**config.mk**
```make
export PLATFORM = sky130hd
export DESIGN_NAME = seq_divider
export DESIGN_NICKNAME = d
export VERILOG_FILES = /design/src/rtl/seq_divider.sv
export SDC_FILE = /design/constraint.sdc
export NUM_CORES = 1
export LEC_CHECK = 0
export CAP_MARGIN = 20
export CORE_ASPECT_RATIO = 0.5
export CORE_MARGIN = 4
export CORE_UTILIZATION = 50
export CTS_CLUSTER_SIZE = 14
export DETAILED_ROUTE_END_ITERATION = 16
export PLACE_DENSITY_LB_ADDON = 0.12
export SKIP_CTS_REPAIR_TIMING = 1
export SLEW_MARGIN = 40
export SYNTH_ARGS = -nofsm -noshare
export SYNTH_HDL_FRONTEND = slang
export SYNTH_SLANG_ARGS = --single-unit
```
**constraint.sdc**
```tcl
create_clock -name clock -period 7.3 [get_ports clock]
set_input_delay 2.19 -clock clock [delete_from_list [all_inputs] [get_ports clock]]
set_output_delay 2.19 -clock clock [all_outputs]
set_load 0.01 [all_outputs]
```
**src/rtl/seq_divider.sv**
```systemverilog
// seq_divider: multi-cycle signed integer divider (restoring, one step per clock).
//   clock, reset            rising-edge clock, asynchronous active-high reset
//   data_operandA/B         dividend / divisor, sampled on the start edge only
//   ctrl_DIV                one-cycle start pulse; restarts any operation in flight
//   data_result             registered quotient, held until next completion or reset
//   data_exception          divide-by-zero flag, valid with data_resultRDY
//   data_resultRDY          one-cycle completion pulse
//   busy                    high while an operation is in flight
module seq_divider #(
  parameter int unsigned WIDTH = 32,
  parameter int unsigned CNT_W = 6
) (
  input  logic             clock,
  input  logic             reset,
  input  logic [WIDTH-1:0] data_operandA,
  input  logic [WIDTH-1:0] data_operandB,
  input  logic             ctrl_DIV,
  output logic [WIDTH-1:0] data_result,
  output logic             data_exception,
  output logic             data_resultRDY,
  output logic             busy
);

  typedef enum logic [1:0] {IDLE, RUN, DONE} state_t;

  state_t state, state_nxt;

  logic [WIDTH-1:0] rem;
  logic [WIDTH-1:0] quo;
  logic [WIDTH-1:0] b_mag;
  logic [CNT_W-1:0] cnt;
  logic             sign_q;
  logic             div0;

  logic [WIDTH-1:0] a_abs;
  logic [WIDTH-1:0] b_abs;
  logic             b_zero;
  logic [WIDTH:0]   rem_sh;
  logic [WIDTH:0]   trial;
  logic             last_step;

  // Operand magnitudes; the most-negative value maps to 2^(WIDTH-1) unsigned.
  assign a_abs  = data_operandA[WIDTH-1] ? (~data_operandA + WIDTH'(1)) : data_operandA;
  assign b_abs  = data_operandB[WIDTH-1] ? (~data_operandB + WIDTH'(1)) : data_operandB;
  assign b_zero = (data_operandB == '0);

  // One restoring step: shift the next dividend bit into the remainder, trial-subtract.
  assign rem_sh    = {rem, quo[WIDTH-1]};
  assign trial     = rem_sh - {1'b0, b_mag};
  assign last_step = (cnt == CNT_W'(WIDTH - 1));

  // State register
  always_ff @(posedge clock or posedge reset) begin
    if (reset) state <= IDLE;
    else       state <= state_nxt;
  end

  // Next state; a start pulse wins in every state
  always_comb begin
    state_nxt = state;
    if (ctrl_DIV) begin
      state_nxt = b_zero ? DONE : RUN;
    end else begin
      case (state)
        IDLE:    state_nxt = IDLE;
        RUN:     if (last_step) state_nxt = DONE;
        DONE:    state_nxt = IDLE;
        default: state_nxt = IDLE;
      endcase
    end
  end

  // Datapath and registered outputs
  always_ff @(posedge clock or posedge reset) begin
    if (reset) begin
      rem            <= '0;
      quo            <= '0;
      b_mag          <= '0;
      cnt            <= '0;
      sign_q         <= 1'b0;
      div0           <= 1'b0;
      data_result    <= '0;
      data_exception <= 1'b0;
      data_resultRDY <= 1'b0;
      busy           <= 1'b0;
    end else if (ctrl_DIV) begin
      rem            <= '0;
      quo            <= a_abs;
      b_mag          <= b_abs;
      cnt            <= '0;
      sign_q         <= data_operandA[WIDTH-1] ^ data_operandB[WIDTH-1];
      div0           <= b_zero;
      data_exception <= 1'b0;
      data_resultRDY <= 1'b0;
      busy           <= 1'b1;
    end else begin
      case (state)
        RUN: begin
          // trial[WIDTH] set means the subtraction went negative: keep the shifted remainder
          rem            <= trial[WIDTH] ? rem_sh[WIDTH-1:0] : trial[WIDTH-1:0];
          quo            <= {quo[WIDTH-2:0], ~trial[WIDTH]};
          cnt            <= cnt + CNT_W'(1);
          data_resultRDY <= 1'b0;
        end
        DONE: begin
          data_result    <= div0 ? '0 : (sign_q ? -quo : quo);
          data_exception <= div0;
          data_resultRDY <= 1'b1;
          busy           <= 1'b0;
        end
        default: begin
          data_resultRDY <= 1'b0;
        end
      endcase
    end
  end

endmodule

```
==> impl_results.md <==
* Initial DRC Count at 752
* TNS Setup at 0 ns
* Worst stage delay on the critical path at around 0.72 ns
* Die area at ~22000 um2
* Tcrit/Tclk final at 0.6481
* Clock latency on the worst-skew pair at ~0.42 ns
* Post-Syn Area per Cell at about 8.6 um2
* Post-route DRC violation count at 0
* Peak supply drop at about 0.18 mV
* Synth warn at 0
* Dpl hpwl at about 18000 um
* Sink Count at 141
* Leakage at about 0.005 uW
* NumNets Final at 1304
* Row cnt at 35
* Data arrival, critical path at 5.07 ns
* Post-synth top flop: dfrtp_1
* Routed length per instance at between 15 and 20 um
* TritonRoute pass-1 iters at 5
* Unrepaired setup endpoints after global routing: false
* Starting Density at 0.5203
* Sequential-to-total area share from yosys stat at 0.3610
* Final hold viol count at 0
* CP required at roughly 7.6 ns
* Worst hold path type: reg -> reg
* DP Area at roughly 11000 um2
* Synthesized cell area at between 9000 and 10000 um2
* Vias in the first global route at around 8.2k
* Initial antenna violation count at 0
* Worst path bufs/invs at 2
* Pin slew with the least headroom to its limit at between 0.7 and 0.8 ns
* Final setup viols at 0
* Cells after Synth at between 1k and 1.5k
* Critical path's slowest cell: nor4_1
* GR Overflow Total at 0
* # IOs at 102
* Pwr dens at 260.8 nW/um2
* Fin. max-slew vios at 0
* Area Overhead vs Synth at 18.75%
* CP delay by family, top: simple AND/OR/NAND/NOR gates
* First-pass GRT wire length at 41580 um
* Root Buffer: clkbuf_16
* Ys async rst share at 1.000
* Clock skew at between 0.01 and 0.015 ns
* Relative slew slack at 0.4792
* Crit Path Category: in -> reg
* Worst-path cell chain: clkdlybuf4s50_1, nor4_1, nand4_1, or3b_1, inv_1, nand2_1, nor3_1, nand2_1, o21ai_0
* Core area at between 15000 and 20000 um2
* Total CTS buffers at 17
* CP Capture Type: flop
* TritonCTS clock tree: yes
* Number of synthesized register bits at 141
* Diode count at 0
* # H-tree levels at 4
* Highest Clock Rate at between 200 and 250 MHz
* Routed wire length at about 25000 um
* Status: completed
* Final instance area at 11610 um2
* Die Width at between 200 and 250 um
* Gr usage total at 0.2304
* Min cycle time layout at 4.731 ns
* Net Count, Synth at around 1.2k
* Cell variety after synth at 79
* Pin count of the biggest net entering global routing at 97
* Max_cap viols at 0
* Worst-path clk slew at 0.06 ns
* CP Launch Type: primary input
* # port buffers at just over 100
* Fraction of final layout cells sized beyond drive strength 1 at 0.06925
* Gp weighted congestion at 0.8777
* Worst-path maximum fanout at 6
* DR vias/cell at 5.908
* Post-synth EDFFs at 0
* Post-DRT Antenna Nets at 0
* CTS max path bufs at 2
* CP most frequent cell: nand2_1
* Via Count at 8696
* Die Height at approximately 110 um
-- registers in the layout, indices dropped and copies added, names as in the netlist --
register        flops
data_exception      1
data_resultRDY      1
data_result        32
cnt                 6
rem                32
div0                1
sign_q              1
b_mag              32
quo                32
state               2
busy                1
-- synth_stat cells (5+ instances only) --
master    count  share of area
o41ai_1      14          0.013
or3_1         7         0.0045
ha_1         36          0.046
o21a_1        6         0.0046
nand2b_1     10         0.0064
nor2_1      108          0.041
dfrtp_1     141           0.36
clkbuf_1     51          0.020
a22o_1       24          0.022
nor3_1       15         0.0077
xnor2_1      71          0.064
a32oi_1       5         0.0045
a311oi_2      5         0.0077
o31ai_1      31          0.024
nand3_1      17         0.0087
a31oi_1      13         0.0083
a311oi_1     15          0.013
and3_1        9         0.0058
a211oi_1     14          0.011
o21ai_1       5         0.0026
mux2i_1      23          0.024
o21ai_0      58          0.030
xor2_1       45          0.040
nor4_1       11         0.0070
nand2_1     149          0.057
a21oi_1      81          0.041
buf_1         7         0.0027
or4_1         5         0.0038
nand4_1      16          0.010
inv_1        56          0.022
nor2b_1       5         0.0032
-- routing by layer --
layer / routed length, um / global-route usage / part of all wire
met1: 11730 / 0.3243 / 0.47
met2: 11640 / 0.3730 / 0.46
met3: 1527 / 0.04503 / 0.061
met4: 276 / 0.04632 / 0.011
met5: 0 / 0 / 0
-- path summary, 6_finish.rpt --
path                       depth (start not counted)           startpoint  slack [ns]                          end
min                                                2     busy$_DFFE_PP0P_        0.48             busy$_DFFE_PP0P_
min reg2reg                                        2     busy$_DFFE_PP0P_        0.48             busy$_DFFE_PP0P_
min in group asynchronous                          2                reset        2.24  data_result[28]$_DFFE_PP0P_
max reg2reg                                       13  quo[31]$_DFFE_PP0P_        3.44          rem[20]$_DFFE_PP0P_
max                                                9     data_operandB[6]        2.57             div0$_DFFE_PP0P_
max in group asynchronous                          3                reset        4.03          quo[14]$_DFFE_PP0P_
-- logic make-up after synthesis --
logic type	Yosys count	synth area share
AND/OR/NAND/NOR	380	0.1836
AO/OA/AOI/OAI	313	0.2235
flip-flops	141	0.3610
buffers and inverters	124	0.05120
XOR/XNOR	117	0.1068
adder cells (fa/ha/maj)	37	0.04813
multiplexers	25	0.02586
-- layout make-up --
class                   count  area (um2)
clock buffers              19       452.9
fillers                  1619        7179
well taps                 259       324.1
inverters                  57       221.5
multi-input cells         872        5781
repair buffers            111        1114
flip-flops and latches    141        3530
clock inverters            13       185.2
-- tightest hold or removal path, stage by stage (launching register included) --
cell     delay (ns)
dfrtp_1        0.34
nand2_1        0.05
nand2_1        0.06
-- through the flow --
stage                     worst slack [ns]  power [uW]  utilization  cells  hold WS, ns
after global placement               2.286        2034       0.5806   1437       0.4656
after CTS                            2.653        3039       0.6174   1472       0.4853
after detailed placement             2.237        2083       0.5835   1440       0.4697
final                                2.569        3027       0.6178   1472       0.4805
after floorplan                      1.329        1808            -   1137       0.4842
after global routing                 2.437        3218       0.6178   1472       0.5010
-- where the power goes --
part           switching, uW  internal, uW
clock network            349           592
registers                114           879
logic                    638           454
total                   1100          1930
-- layout by cell type (no fill, tap or decap), types with 6 or more instances in the layout --
master	Yosys	layout
nand2_1	149	149
dfrtp_1	141	140
nor2_1	108	108
clkdlybuf4s50_1	0	99
a21oi_1	81	81
xnor2_1	71	70
o21ai_0	58	58
inv_1	56	54
xor2_1	45	45
ha_1	36	36
o31ai_1	31	31
a22o_1	24	24
mux2i_1	23	23
nand3_1	17	17
clkbuf_16	0	17
nand4_1	16	16
nor3_1	15	15
a311oi_1	15	15
o41ai_1	14	14
a211oi_1	14	14
a31oi_1	13	13
nor4_1	11	10
nand2b_1	10	9
and3_1	9	9
buf_4	2	8
or3_1	7	7
o21a_1	6	6
No activity file was read; power rests on OpenSTA's default activity.
